$ cat src/rtl/als_pkg.sv
// Shared constants and frame-field helpers for the PmodALS light-level path.
// Frame layout: 3 leading zeros, 8 data bits, 4 trailing zeros, 1 don't-care bit.
package als_pkg;

    localparam int ALS_FRAME_W   = 16;
    localparam int ALS_DATA_W    = 8;
    localparam int ALS_LEAD_MSB  = 15;
    localparam int ALS_LEAD_LSB  = 13;
    localparam int ALS_DATA_MSB  = 12;
    localparam int ALS_DATA_LSB  = 5;
    localparam int ALS_TRAIL_MSB = 4;
    localparam int ALS_TRAIL_LSB = 1;
    localparam int ALS_BAR_STEP  = 16;
    localparam int ALS_BAR_W     = 4;

    typedef enum logic [1:0] {
        BAR_HOLD = 2'b00,
        BAR_UP   = 2'b01,
        BAR_DOWN = 2'b10
    } bar_step_e;

    function automatic logic als_frame_good(input logic [ALS_FRAME_W-1:0] frame);
        als_frame_good = (frame[ALS_LEAD_MSB:ALS_LEAD_LSB] == 3'b000) &&
                         (frame[ALS_TRAIL_MSB:ALS_TRAIL_LSB] == 4'b0000);
    endfunction

    function automatic logic [ALS_DATA_W-1:0] als_frame_sample(input logic [ALS_FRAME_W-1:0] frame);
        als_frame_sample = frame[ALS_DATA_MSB:ALS_DATA_LSB];
    endfunction

endpackage

$ cat src/rtl/als_bar_encoder.sv
// Combinational 4-bit level to 16-bit thermometer code: bit i lit when i < level.
module als_bar_encoder
    import als_pkg::*;
(
    input  logic [ALS_BAR_W-1:0]   level,
    output logic [ALS_FRAME_W-1:0] therm
);

    // Thermometer expansion of the level
    always_comb begin
        therm = '0;
        for (int i = 0; i < ALS_FRAME_W; i++) begin
            therm[i] = (5'(i) < {1'b0, level});
        end
    end

endmodule

$ cat src/rtl/als_level_filter.sv
// Frame check, block averaging, hysteretic bar-graph LED drive and stale-input
// detection for captured ADC081S021 frames.
module als_level_filter
    import als_pkg::*;
#(
    parameter int AVG_LOG2     = 2,
    parameter int HYST         = 4,
    parameter int STALE_CYCLES = 1000000
) (
    input  logic                   clk,
    input  logic                   rst,
    input  logic [ALS_FRAME_W-1:0] frame_in,
    input  logic                   frame_valid,
    input  logic                   mode,
    output logic [ALS_FRAME_W-1:0] led,
    output logic [ALS_DATA_W-1:0]  avg_out,
    output logic                   avg_valid,
    output logic                   frame_err,
    output logic                   stale
);

    localparam int ACC_W = ALS_DATA_W + AVG_LOG2;
    localparam int TMR_W = $clog2(STALE_CYCLES);
    localparam logic [AVG_LOG2-1:0] CNT_LAST   = {AVG_LOG2{1'b1}};
    localparam logic [TMR_W-1:0]    TMR_RELOAD = TMR_W'(STALE_CYCLES - 1);

    logic [ACC_W-1:0]       acc_q, acc_d, acc_sum_s;
    logic [AVG_LOG2-1:0]    cnt_q, cnt_d;
    logic [ALS_DATA_W-1:0]  avg_q, avg_d, sample_s;
    logic                   avg_valid_q, avg_valid_d;
    logic                   frame_err_q, frame_err_d;
    logic                   stale_q, stale_d;
    logic [ALS_BAR_W-1:0]   bar_q, bar_d;
    logic [TMR_W-1:0]       tmr_q, tmr_d;
    logic [ALS_FRAME_W-1:0] led_q, led_d, therm_s;
    logic                   good_s, expire_s;
    logic [9:0]             avg_ext_s, up_thr_s, down_thr_s;
    bar_step_e              step_s;

    assign good_s    = als_frame_good(frame_in);
    assign sample_s  = als_frame_sample(frame_in);
    assign acc_sum_s = acc_q + {{AVG_LOG2{1'b0}}, sample_s};
    // The timer sits at zero once expired, so expiry re-fires every idle cycle while stale.
    assign expire_s  = !frame_valid && (tmr_q == {TMR_W{1'b0}});

    // Frame acceptance, accumulation, block completion and stale timer
    always_comb begin
        acc_d       = acc_q;
        cnt_d       = cnt_q;
        avg_d       = avg_q;
        avg_valid_d = 1'b0;
        frame_err_d = 1'b0;
        stale_d     = stale_q;
        tmr_d       = tmr_q;
        if (frame_valid) begin
            tmr_d   = TMR_RELOAD;
            stale_d = 1'b0;
            if (good_s) begin
                if (cnt_q == CNT_LAST) begin
                    avg_d       = acc_sum_s[ACC_W-1:AVG_LOG2];
                    avg_valid_d = 1'b1;
                    acc_d       = '0;
                    cnt_d       = '0;
                end else begin
                    acc_d = acc_sum_s;
                    cnt_d = cnt_q + 1'b1;
                end
            end else begin
                frame_err_d = 1'b1;
            end
        end else if (expire_s) begin
            stale_d = 1'b1;
            acc_d   = '0;
            cnt_d   = '0;
        end else begin
            tmr_d = tmr_q - 1'b1;
        end
    end

    // Up/down decision for the bar level against the latest average
    always_comb begin
        avg_ext_s  = {2'b00, avg_q};
        up_thr_s   = ({6'd0, bar_q} + 10'd1) * 10'(ALS_BAR_STEP);
        down_thr_s = {6'd0, bar_q} * 10'(ALS_BAR_STEP);
        if ((bar_q != 4'd15) && (avg_ext_s >= up_thr_s)) begin
            step_s = BAR_UP;
        end else if ((bar_q != 4'd0) && ((avg_ext_s + 10'(HYST)) < down_thr_s)) begin
            step_s = BAR_DOWN;
        end else begin
            step_s = BAR_HOLD;
        end
    end

    // Bar level: one step per average, cleared when input goes stale
    always_comb begin
        bar_d = bar_q;
        if (expire_s) begin
            bar_d = '0;
        end else if (avg_valid_q) begin
            case (step_s)
                BAR_UP:   bar_d = bar_q + 1'b1;
                BAR_DOWN: bar_d = bar_q - 1'b1;
                default:  bar_d = bar_q;
            endcase
        end else begin
            bar_d = bar_q;
        end
    end

    als_bar_encoder u_bar_encoder (
        .level (bar_d),
        .therm (therm_s)
    );

    // LED source select from next-state values so led tracks the same edge
    always_comb begin
        if (stale_d) begin
            led_d = '0;
        end else if (mode) begin
            led_d = {8'h00, avg_d};
        end else begin
            led_d = therm_s;
        end
    end

    // State and registered outputs
    always_ff @(posedge clk) begin
        if (!rst) begin
            acc_q       <= '0;
            cnt_q       <= '0;
            avg_q       <= '0;
            avg_valid_q <= 1'b0;
            frame_err_q <= 1'b0;
            stale_q     <= 1'b0;
            bar_q       <= '0;
            tmr_q       <= TMR_RELOAD;
            led_q       <= '0;
        end else begin
            acc_q       <= acc_d;
            cnt_q       <= cnt_d;
            avg_q       <= avg_d;
            avg_valid_q <= avg_valid_d;
            frame_err_q <= frame_err_d;
            stale_q     <= stale_d;
            bar_q       <= bar_d;
            tmr_q       <= tmr_d;
            led_q       <= led_d;
        end
    end

    assign led       = led_q;
    assign avg_out   = avg_q;
    assign avg_valid = avg_valid_q;
    assign frame_err = frame_err_q;
    assign stale     = stale_q;

endmodule

$ cat config.mk
export PLATFORM = sky130hd
export DESIGN_NAME = als_level_filter
export DESIGN_NICKNAME = d
export VERILOG_FILES = /design/src/rtl/als_pkg.sv /design/src/rtl/als_bar_encoder.sv /design/src/rtl/als_level_filter.sv
export SDC_FILE = /design/constraint.sdc
export NUM_CORES = 1
export LEC_CHECK = 0
export ABC_CLOCK_PERIOD_IN_PS = 3270
export CAP_MARGIN = 5
export CORE_MARGIN = 1.5
export CORE_UTILIZATION = 49
export CTS_CLUSTER_SIZE = 16
export DETAILED_ROUTE_END_ITERATION = 12
export GPL_ROUTABILITY_DRIVEN = 1
export HOLD_SLACK_MARGIN = 0.08
export PLACE_DENSITY = 0.76
export SYNTH_ARGS = -nofsm -noshare
export SYNTH_HDL_FRONTEND = slang
export SYNTH_SLANG_ARGS = --single-unit
$ cat constraint.sdc
create_clock -name clk -period 3.27 [get_ports clk]
set_input_delay 0.4905 -clock clk [delete_from_list [all_inputs] [get_ports clk]]
set_output_delay 0.4905 -clock clk [all_outputs]
set_load 0.05 [all_outputs]
Word-level counts from Yosys, hierarchy flattened:

Cells that the tools add are included.
Widths: inputs -> output; s select.

* $add $sub $neg: 7
* $lt $le $gt $ge: 17
* eq/ne operators: 5
* muxes and demuxes: 21
* bitwise logic cells: 1
* reductions and logical operators: 16

Operator list (number)
* $mux 10: 4
* $mux 8: 4
* $lt 4x4->1 const A: 7
* $logic_not 20->1: 1
* $sub 20x1->20 const B: 1
* $lt 3x4->1 const A: 4
* $mux 2: 6
* $add 10x8->10: 1
* $add 8x3->9 const B: 1
* $ge 8x9->1: 1
* $lt 9x8->1: 1
* $lt 1x4->1 const A: 2
* $lt 2x4->1 const A: 2
* $mux 4: 2
* $pmux 4 s2: 1
* $add 4x1->5 const B: 1
* $add 4x1->4 const B: 1
* $eq 2x2->1 const B: 2
* $logic_and 1x1->1: 4
* $logic_not 4->1: 1
* $mux 1: 4
* $ne 4x4->1 const B: 1
* $reduce_and 2->1: 2
* $reduce_bool 4->1: 1
* 11 further kinds: 12

* flip-flop bits (word level): 63
* bits of input ports: 20
* output and inout bits: 27
* logic and storage cells: 77

Depth between registers and ports, before layout:

Gate-level depths: netlist of the first run.

* word-level depth: 11
* gate-level depth with buffers: 17
* depth with buffers taken out: 16

Hierarchy:

A second synthesis of the first run with hierarchy kept.

* cell total of the unflattened synthesis: 386
* area total of the unflattened synthesis: 3325.7 µm²

Modules (own cells, without submodules)
* als_level_filter: instances 1, cells an instance 360, area an instance 3176.8 µm², sequential area each 1261.2 µm²
* als_bar_encoder: instances 1, cells an instance 26, area an instance 148.9 µm², sequential area each 0.0 µm²

Least setup slack after synthesis of the first run:

Ideal clock, no wire load.

* kind: reg2reg
* start: register avg_q[3], in the netlist avg_out[3]
* end: register led_q[12], in the netlist led[12]
* library setup time: 0.069 ns
* arrival time: 3.886 ns
* required time: 3.201 ns
* path slack: -0.685 ns
* stages on the path, launching flop included: 16
* buffers on the path: 0
* cells stage by stage: dfxtp_1 > and4_1 > xor2_1 > ha_1 > and2_1 > a2111oi_4 > o21ai_1 > nor2b_1 > ha_1 > a21o_1 > a21oi_1 > nand2b_1 > mux2i_1 > xnor2_1 > nand4b_1 > nor2_1

* word-level cells in the longest chain between the ends: 10
* elaborated cells between the ends (all ways): 13
* classes of those cells: 1 x add/sub; 3 x order compare; 2 x eq/ne; 5 x mux; 2 x reduce/logical

RTL lines
* start, declared: line als_level_filter.sv:29 `logic [ALS_DATA_W-1:0] avg_q, avg_d, sample_s;`
* start signal, assigned: line als_level_filter.sv:141 `avg_q <= avg_d;`
* $add 8x3->9: line als_level_filter.sv:87 `end else if ((bar_q != 4'd0) && ((avg_ext_s + 10'(HYST)) < down_thr_s)) begin`
* $lt 9x8->1: line als_level_filter.sv:87
* $logic_and 1x1->1: line als_level_filter.sv:87
* $mux 2: line als_level_filter.sv:87
* $mux 2 *: line als_level_filter.sv:85 `if ((bar_q != 4'd15) && (avg_ext_s >= up_thr_s)) begin`
* $eq 2x2->1 / $eq 2x1->1 (equally long branches): line als_level_filter.sv:100 `case (step_s)`
* $pmux 4 s2 *: line als_level_filter.sv:100
* $mux 4 *: line als_level_filter.sv:99 `end else if (avg_valid_q) begin`
* $mux 4 *: line als_level_filter.sv:97 `if (expire_s) begin`
* $lt 4x4->1 *: line als_bar_encoder.sv:13 `therm[i] = (5'(i) < {1'b0, level});`
* end signal, assigned: line als_level_filter.sv:147 `led_q <= led_d;`
* end, declared: line als_level_filter.sv:35 `logic [ALS_FRAME_W-1:0] led_q, led_d, therm_s;`

Mark *: on every way between the ends. The rest lies on a longest branch, timed or not.
A chain may end at the register's enable or synchronous reset.

Worst setup path in the final report of the first run:

* start: register bar_q[0]
* end: register led_q[2], in the netlist led[2]

* word-level cells in the longest chain between the ends: 10
* elaborated cells between the ends (all ways): 18
* classes of those cells: 3 x add/sub; 3 x order compare; 3 x eq/ne; 6 x mux; 3 x reduce/logical

RTL lines
* start, declared: line als_level_filter.sv:33 `logic [ALS_BAR_W-1:0] bar_q, bar_d;`
* start signal, assigned: line als_level_filter.sv:145 `bar_q <= bar_d;`
* $add 4x1->5, or another cell as far along: line als_level_filter.sv:83 `up_thr_s = ({6'd0, bar_q} + 10'd1) * 10'(ALS_BAR_STEP);`
* $ge 8x9->1 / $logic_and 1x1->1 (equally long branches): line als_level_filter.sv:85, als_level_filter.sv:87
* $logic_and 1x1->1 / $mux 2 (equally long branches): line als_level_filter.sv:85, als_level_filter.sv:87
* $mux 2: line als_level_filter.sv:85
* $eq 2x2->1 / $eq 2x1->1 (equally long branches): line als_level_filter.sv:100
* $pmux 4 s2: line als_level_filter.sv:100
* $mux 4 *: line als_level_filter.sv:99
* $mux 4 *: line als_level_filter.sv:97
* $lt 2x4->1 *: line als_bar_encoder.sv:13
* $mux 8 *: line als_level_filter.sv:119 `end else if (mode) begin`

Marks and branches as above.

==> results of run 1 <==
-- worst max-delay path by stage --
| stage | end | slack [ns] | cells after the start |
|---|---|---|---|
| 2_1_floorplan | led[5] | -0.02 | 15 |
| 3_3_place_gp | led[5] | -0.12 | 15 |
| 3_5_place_dp | led[2] | -0.28 | 15 |
| 4_1_cts | led[2] | -0.11 | 15 |
| 5_1_grt | led[0] | -0.35 | 16 |
| 6_report | led[2] | -0.17 | 17 |
-- cells in the mapped netlist, drive strengths merged (7+ instances only) --
cell and instances:
buf 7, nor2 37, xnor2 16, dfxtp 62, nand2 20, inv 11
a21oi 12, a22oi 7, mux2i 9, nand3 16, nor2b 20, o21ai 22
xor2 9, ha 21
-- worst register-to-register path: stages (launching register included) --
cell	delay (ns)
dfxtp_4	0.37
buf_6	0.11
inv_2	0.04
buf_4	0.13
ha_4	0.26
nor4bb_4	0.32
a311oi_2	0.16
a21o_1	0.21
nor2b_4	0.15
ha_4	0.23
a21o_1	0.16
a21oi_2	0.19
o2111ai_2	0.16
mux2i_4	0.19
buf_6	0.13
xnor2_4	0.10
o21ai_4	0.24
o221ai_1	0.15
-- power breakdown --
| group | internal, mW | switching, mW | leakage (nW) |
|---|---|---|---|
| Sequential | 0.753 | 0.00158 | 0.505 |
| Clock | 0.315 | 0.297 | 0.0930 |
| Combinational | 0.0360 | 0.0369 | 1.15 |
-- final cells by class --
cell class	instances	area [um^2]	area share
well taps	77	96.3	0.0215
repair buffers	78	714	0.159
clock buffers	10	149	0.0332
multi-input cells	282	2190	0.487
inverters	11	41.3	0.00921
clock inverters	6	35.0	0.00781
flip-flops and latches	62	1260	0.282
-- timing repair --
item,CTS,global route
gates resized for setup,16,15
pin swaps,9,8
buffers inserted,4,3
setup endpoints to repair,17,16
cloned,1,0
-- cells by family after synthesis --
kind of cell,after synthesis
XOR/XNOR,25
flip-flops,62
other,1
multiplexers,11
AO/OA/AOI/OAI,78
buffers and inverters,23
adder cells (fa/ha/maj),23
AND/OR/NAND/NOR,143
-- metal layers --
metal,vias to the layer above,global-route usage
met5,-,0
met4,0,0.128
met3,22,0.0279
met2,83,0.393
met1,1385,0.284
li1,1469,-
-- sequential cells by signal, indices dropped and copies added (netlist names) --
signal	flops
bar_q	4
avg_valid	1
tmr_q	20
stale	1
frame_err	1
avg_out	8
led	15
acc_q	10
cnt_q	2
-- through the flow --
stage,worst slack (ns),hold slack (ns),util,TNS (ns)
after floorplan,-0.0187,0.448,-,-0.0187
after global placement,-0.124,0.458,0.629,-0.850
after detailed placement,-0.277,0.469,0.629,-2.86
after CTS,-0.109,0.479,0.680,-0.791
after global routing,-0.354,0.514,0.694,-4.32
final,-0.169,0.477,0.694,-1.43
==> results by group, run 1 <==
Outcome
  • Status: finished, violations left
  • Failing checks: design-rule violations, negative setup slack

CTS
  • Clock Latency Late Sink: 0.33 ns
  • CTS tree: yes
  • H-tree depth: 3
  • CTS Buffer Depth: 2
  • Sink Count: 62
  • CTS clk-pin slew, worst paths: 0.07 ns
  • CTS Buf Count: 9
  • CTS Hold Buffers Added: 0
  • CTS root buffer: clkbuf_8

Placed design
  • HPWL after detailed placement: 5.71 mm
  • Area after DPL: 4060 um^2
  • Port buffer count: 44
  • Final Wtd Congestion: 0.901
  • Inst Count DP: 502

Critical path
  • Kind of end point of the critical path: flop
  • Family with the most delay on the worst path: compound AO/OA/AOI/OAI gates
  • Crit path buffers/inverters: 4
  • Crit-path max FO: 6
  • Reg2Reg Setup Slack: -0.17 ns
  • FF-to-FF Start: bar_q[0]
  • Worst Setup Path Type: reg -> reg
  • Critical Path Start: bar_q[0]
  • Required @ worst endpoint: 3.47 ns
  • Reg2Reg Depth: 17
  • Critical Path AT: 3.64 ns
  • CP Launch Type: flop
  • Max stage delay on crit path: 0.37 ns
  • CP cell instances: buf_6 > inv_2 > buf_4 > ha_4 > nor4bb_4 > a311oi_2 > a21o_1 > nor2b_4 > ha_4 > a21o_1 > a21oi_2 > o2111ai_2 > mux2i_4 > buf_6 > xnor2_4 > o21ai_4 > o221ai_1
  • Reg2reg end: led[2]
  • Slowest stage cell, crit path: dfxtp_4

Yosys
  • Synth Area per Inst: 9.11 um^2
  • Synth top area share: 0.372
  • Post-synth cell types: 68
  • Post-synthesis register bit count: 62
  • Post-synthesis compound-gate area fraction: 0.167
  • Post-synthesis simple-gate area fraction: 0.240
  • Leading area contributor after synthesis: dfxtp_1
  • Xor/xnor share of the synthesized area: 0.0656
  • Mapped cell area: 3340 um^2
  • Fraction of synthesized area in multiplexers: 0.0338
  • Top post-synthesis cells by area: dfxtp_1 37%, ha_1 7.9%, xnor2_1 4.2%, nor2_1 4.1%, nor2b_1 3.8%
  • Dominant synthesized flop cell: dfxtp_1
  • Post-synthesis instance total: 366
  • Post-synthesis sequential area ratio: 0.372
  • Ys async rst share: 0
  • Ys Warns: 0
  • Largest family of logic cells by synthesized area: simple AND/OR/NAND/NOR gates
  • Post-synth EDFFs: 0
  • Adder-Cell Fraction of Synth Area: 0.0908
  • Synth Net Count: 409

Hold path
  • Hold Path Class: reg -> reg
  • Worst hold path endpoint: tmr_q[13]
  • Hold path start: tmr_q[13]
  • Worst Hold Depth: 2

Detailed routing
  • Met1 WL: 3.46 mm
  • Final Routed Wirelength: 7.99 mm
  • DR iter-0 viols: 144
  • Met3 wire length: 322 um
  • Max layer used: met4
  • Drt first pass iters: 9
  • Post-route ant nets: 0
  • Via density: 5.63
  • Vias: 2,959
  • Number of remaining DRC errors: 3
  • Routed length per instance: 15.2 um
  • Met2 routed WL: 3.92 mm

Timing
  • Worst Skew: 0.00389 ns
  • Slew HR: 0.473
  • Setup-failing EPs final: 13
  • Unrepaired setup endpoints after global routing: yes
  • Slew Limit Fails: 0
  • Worst Tran Pin Value: 0.789 ns
  • Final Hold Viols: 0
  • Fin crit period: 3.44 ns
  • Final worst slack: -0.169 ns
  • Fmax: 291 MHz
  • Fraction of the cycle the final worst path needs: 1.05

Global routing
  • Initial antenna violation count: 0
  • Global route total overflow: 0
  • Total GRT Usage: 0.231
  • First-pass GRT wire length: 13.3 mm
  • Largest net degree at the start of global routing: 24
  • Vias in the first global route: 2,881

Power
  • Total power: 1.44 mW
  • Leakage: 1.75 nW
  • VDD IR max: 0.326 mV
  • Pwr/cell area: 321 nW/um^2

Final layout
  • Fill cells: 514
  • Fraction of layout cells with a size suffix above 1: 0.216
  • Commonest non-fill, non-tap cell in the layout: dfxtp_1
  • Non-filler cells, final: 526
  • Syn-to-layout area delta: 34.4%
  • # diodes: 0
  • Layout net count: 487
  • Most frequent cells in the layout: 55 x dfxtp_1, 44 x clkdlybuf4s50_1, 36 x nor2_1, 29 x buf_4
  • Design Area, Final: 4480 um^2

Die
  • Starting Density: 0.516
  • Chip width: 85.5 um
  • Core area: 6460 um^2
  • Die ar.: 7310 um^2
  • Die H: 85.5 um
  • Rows: 29
  • Num ports: 47

Run
  • MaxCap Viol Count: 0
(Power assumes the default switching activity.)
==> run 2: changes to the inputs <==
--- a/config.mk
+++ b/config.mk
@@ -5,15 +5,15 @@
 export SDC_FILE = /design/constraint.sdc
 export NUM_CORES = 1
 export LEC_CHECK = 0
-export ABC_CLOCK_PERIOD_IN_PS = 3270
+export ABC_CLOCK_PERIOD_IN_PS = 4110
 export CAP_MARGIN = 5
 export CORE_MARGIN = 1.5
-export CORE_UTILIZATION = 49
+export CORE_UTILIZATION = 25
 export CTS_CLUSTER_SIZE = 16
 export DETAILED_ROUTE_END_ITERATION = 12
 export GPL_ROUTABILITY_DRIVEN = 1
 export HOLD_SLACK_MARGIN = 0.08
-export PLACE_DENSITY = 0.76
+export MAX_ROUTING_LAYER = met4
 export SYNTH_ARGS = -nofsm -noshare
 export SYNTH_HDL_FRONTEND = slang
 export SYNTH_SLANG_ARGS = --single-unit
==> constraint.sdc (replaced) <==
create_clock -name clk -period 4.11 [get_ports clk]
set_input_delay 0.6165 -clock clk [delete_from_list [all_inputs] [get_ports clk]]
set_output_delay 0.6165 -clock clk [all_outputs]
set_load 0.05 [all_outputs]
==> results by group, run 2 (synthesis results as in run 1) <==
Outcome
  • Status: completed

Power
  • VDD IR max: 0.162 mV
  • Leakage: 1.63 nW
  • Total power: 1.39 mW
  • Pwr/cell area: 324 nW/um^2

Final layout
  • Area of the multi-input gates: 2000 um^2
  • Non-filler cells, final: 598
  • Most flops, register: tmr_q
  • Fraction of layout cells with a size suffix above 1: 0.0924
  • # diodes: 0
  • Most frequent cells in the layout: 61 x dfxtp_1, 44 x clkdlybuf4s50_1, 36 x nor2_1, 21 x ha_1
  • Commonest non-fill, non-tap cell in the layout: dfxtp_1
  • Layout net count: 460
  • Fill cells: 1,379
  • Syn-to-layout area delta: 28.7%
  • Max reg flops: 20
  • Final Util: 0.327
  • Seq. cell area: 1240 um^2

Timing
  • Final Hold Viols: 0
  • Worst Skew: 0.00693 ns
  • Fin crit period: 3.76 ns
  • Slew Limit Fails: 0
  • Setup-failing EPs final: 0
  • Worst Tran Pin Value: 0.805 ns
  • Slew HR: 0.462
  • Fraction of the cycle the final worst path needs: 0.915
  • Fin Setup TNS: 0 ns
  • Final worst slack: 0.348 ns
  • Fmax: 266 MHz
  • Unrepaired setup endpoints after global routing: no

Die
  • Rows: 42
  • Core area: 13,100 um^2
  • Die ar.: 14,000 um^2
  • Die H: 119 um
  • Num ports: 47
  • Starting Density: 0.254
  • Chip width: 119 um

CTS
  • CTS root buffer: clkbuf_16
  • CTS Buf Count: 9
  • CTS Hold Buffers Added: 0
  • Post-CTS Setup Bufs: 0
  • H-tree depth: 3
  • CTS tree: yes
  • Sink Count: 62
  • CTS clk-pin slew, worst paths: 0.05 ns
  • Clock Latency Late Sink: 0.33 ns
  • CTS Buffer Depth: 2

Critical path
  • Worst Setup Path Type: reg -> reg
  • Reg2Reg Setup Slack: 0.35 ns
  • CP cell instances: and4_1 > xor2_1 > ha_1 > and2_1 > a2111oi_4 > o21ai_1 > nor2b_1 > ha_1 > a21o_1 > a21oi_1 > o2111ai_1 > mux2i_1 > xnor2_2 > o21ai_2 > o221ai_1
  • CP Launch Type: flop
  • Critical Path AT: 3.94 ns
  • Crit-path most repeated cell: ha_1
  • Family with the most delay on the worst path: compound AO/OA/AOI/OAI gates
  • Max stage delay on crit path: 0.36 ns
  • Crit-path max FO: 9
  • Kind of end point of the critical path: flop
  • Required @ worst endpoint: 4.29 ns
  • Slowest stage cell, crit path: a2111oi_4
  • Crit path buffers/inverters: 0

Placed design
  • Inst Count DP: 582
  • HPWL after detailed placement: 5.98 mm
  • Final Wtd Congestion: 0.826
  • Port buffer count: 44
  • Post-place setup slack: 0.190 ns

Run
  • MaxCap Viol Count: 0

Detailed routing
  • Routed length per instance: 13.1 um
  • Vias: 2,781
  • Number of remaining DRC errors: 0
  • Final Routed Wirelength: 7.86 mm
  • DR iter-0 viols: 82
  • Via density: 4.65
  • Drt first pass iters: 4
  • Post-route ant nets: 0

Global routing
  • Largest net degree at the start of global routing: 27
  • Vias in the first global route: 2,741
  • First-pass GRT wire length: 13.2 mm
  • Global route total overflow: 0
  • Initial antenna violation count: 0
  • Total GRT Usage: 0.121

Hold path
  • Hold Path Class: reg -> reg
[run 2: per-layer routing]
layer	part of all wire	global-route usage
met4	0.014	0.0309
met5	0	-
met2	0.48	0.198
met1	0.45	0.144
met3	0.055	0.0420
[run 2: path summary, 6_finish.rpt]
kind,from,endpoint,depth (start not counted)
hold reg to reg,tmr_q[13],tmr_q[13],2
setup / recovery,avg_out[5],led[0],15
setup reg to reg,avg_out[5],led[0],15
hold / removal,tmr_q[13],tmr_q[13],2
[run 2: timing repair]
action,in CTS,in global routing
resized for setup,0,2
endpoints found under the hold margin,0,0
setup endpoints to repair,0,14
[run 2: through the flow]
step                      hold slack [ns]  cell area (um^2)
final                               0.476              4290
after global routing                0.513              4290
after CTS                           0.480              4280
after detailed placement            0.471              4000
after global placement              0.459              4000
after floorplan                     0.448              3340
[run 2: area by class of cell]
| cell class | instances | share of cell area |
|---|---|---|
| clock buffers | 12 | 0.0551 |
| clock inverters | 4 | 0.0111 |
| inverters | 11 | 0.00962 |
| multi-input cells | 281 | 0.467 |
| flip-flops and latches | 62 | 0.290 |
| well taps | 176 | 0.0513 |
| repair buffers | 52 | 0.117 |
[run 2: power breakdown]
group          leakage [nW]  total (mW)  switching, mW  internal, mW
logic                 0.989      0.0565         0.0286        0.0280
registers             0.501       0.605        0.00121         0.603
clock network         0.137       0.729          0.262         0.467
[run 2: worst reg2reg max path: stages, from the launching register on]
cell,delay (ns)
dfxtp_1,0.31
and4_1,0.26
xor2_1,0.17
ha_1,0.25
and2_1,0.18
a2111oi_4,0.36
o21ai_1,0.19
nor2b_1,0.20
ha_1,0.25
a21o_1,0.18
a21oi_1,0.19
o2111ai_1,0.13
mux2i_1,0.24
xnor2_2,0.19
o21ai_2,0.31
o221ai_1,0.19
==> run 3: changes to the inputs <==
--- a/config.mk
+++ b/config.mk
@@ -8,12 +8,13 @@
 export ABC_CLOCK_PERIOD_IN_PS = 4110
 export CAP_MARGIN = 5
 export CORE_MARGIN = 1.5
-export CORE_UTILIZATION = 25
+export CORE_UTILIZATION = 30
 export CTS_CLUSTER_SIZE = 16
 export DETAILED_ROUTE_END_ITERATION = 12
 export GPL_ROUTABILITY_DRIVEN = 1
 export HOLD_SLACK_MARGIN = 0.08
 export MAX_ROUTING_LAYER = met4
+export SLEW_MARGIN = 20
 export SYNTH_ARGS = -nofsm -noshare
 export SYNTH_HDL_FRONTEND = slang
 export SYNTH_SLANG_ARGS = --single-unit
==> results by group, run 3 (synthesis results as in run 1) <==
CTS
  • CTS tree: yes
  • Clock Latency Late Sink: 0.34 ns
  • CTS clk-pin slew, worst paths: 0.07 ns
  • CTS Buf Count: 9
  • CTS Hold Buffers Added: 0
  • CTS root buffer: clkbuf_8
  • CTS Buffer Depth: 2
  • H-tree depth: 3
  • Sink Count: 62

Critical path
  • Worst Setup Path Type: reg -> reg
  • Critical Path AT: 4.11 ns
  • Crit-path max FO: 8
  • CP Launch Type: flop
  • Kind of end point of the critical path: flop
  • Required @ worst endpoint: 4.32 ns

Timing
  • Fin crit period: 3.89 ns
  • Slew HR: 0.484
  • Final worst slack: 0.218 ns
  • Fraction of the cycle the final worst path needs: 0.947
  • Final Hold Viols: 0
  • Setup-failing EPs final: 0
  • Worst Tran Pin Value: 0.772 ns
  • Slew Limit Fails: 0
  • Worst Skew: 0.00995 ns
  • Fmax: 257 MHz
  • Unrepaired setup endpoints after global routing: yes

Detailed routing
  • Via density: 4.92
  • Number of remaining DRC errors: 0
  • Routed length per instance: 13.6 um
  • DR iter-0 viols: 161
  • Drt first pass iters: 4
  • Post-route ant nets: 0
  • Final Routed Wirelength: 7.66 mm
  • Vias: 2,769

Final layout
  • Syn-to-layout area delta: 25.4%
  • Most frequent cells in the layout: 61 x dfxtp_1, 44 x clkdlybuf4s50_1, 36 x nor2_1, 21 x ha_1
  • # diodes: 0
  • Most flops, register: tmr_q
  • Layout net count: 461
  • Non-filler cells, final: 563
  • Commonest non-fill, non-tap cell in the layout: dfxtp_1
  • Fraction of layout cells with a size suffix above 1: 0.104
  • Max reg flops: 20

Power
  • VDD IR max: 0.141 mV
  • Leakage: 1.59 nW
  • Pwr/cell area: 291 nW/um^2

Global routing
  • Initial antenna violation count: 0
  • Global route total overflow: 0
  • Total GRT Usage: 0.146
  • Vias in the first global route: 2,666
  • Largest net degree at the start of global routing: 27
  • First-pass GRT wire length: 12.8 mm

Placed design
  • Inst Count DP: 546
  • HPWL after detailed placement: 5.79 mm
  • Post-place setup slack: 0.211 ns
  • Port buffer count: 44
  • Final Wtd Congestion: 0.842

Outcome
  • Status: completed

Hold path
  • Hold Path Class: reg -> reg

Die
  • Core area: 10,800 um^2
  • Die ar.: 11,800 um^2
  • Starting Density: 0.308
  • Rows: 38
  • Num ports: 47
  • Die H: 108 um
  • Chip width: 108 um

Run
  • MaxCap Viol Count: 0
-- run 3: where the power goes --
| group | internal (mW) | total, mW | switching [mW] |
|---|---|---|---|
| Combinational | 0.0279 | 0.0565 | 0.0286 |
| Sequential | 0.602 | 0.603 | 0.00131 |
| Clock | 0.312 | 0.556 | 0.244 |
| Total | 0.942 | 1.22 | 0.274 |
-- run 3: worst paths after layout --
path,depth (start not counted),slack [ns],start,endpoint
max,15,0.22,avg_out[4],led[5]
min,2,0.49,tmr_q[17],tmr_q[17]
max reg2reg,15,0.22,avg_out[4],led[5]
min reg2reg,2,0.49,tmr_q[17],tmr_q[17]
-- run 3: worst max-delay path, stage by stage (launching register included) --
cell and delay (ns):
dfxtp_1 0.34, and4_1 0.28, xor2_1 0.18, ha_1 0.26, and2_1 0.19, a2111oi_4 0.39
o21ai_2 0.14, nor2b_1 0.18, ha_1 0.25, a21o_1 0.17, a21oi_1 0.19, o2111ai_1 0.16
mux2i_1 0.27, xnor2_2 0.20, nor4b_1 0.43, o22ai_1 0.12
-- run 3: repair_timing --
item,in CTS,in global routing
setup endpoints to repair,0,14
resized for setup,0,3
setup buffers,0,1
-- run 3: routing by layer --
layer,track usage,wire [um],vias up
met1,0.178,3580,1283
met2,0.230,3640,60
met3,0.0410,339,12
li1,-,-,1414
met4,0.0489,97,0
met5,-,0,-
-- run 3: final cells by class --
class	count	area, um^2
fill	1127	6660
inverter	11	41.3
tap	140	175
clock buffer	11	151
sequential	62	1240
multi-input combinational	281	2010
clock inverter	5	57.6
timing repair buffer	53	508
-- run 3: through the flow --
step	total power [mW]	utilization	instance area (um^2)	hold slack, ns	setup TNS (ns)
global route	1.27	0.386	4180	0.501	-0.481
CTS	1.23	0.384	4160	0.498	0
finish	1.22	0.386	4180	0.494	0
global placement	0.673	0.365	3950	0.458	0
detailed placement	0.674	0.365	3950	0.481	0
floorplan	0.648	-	3340	0.448	0
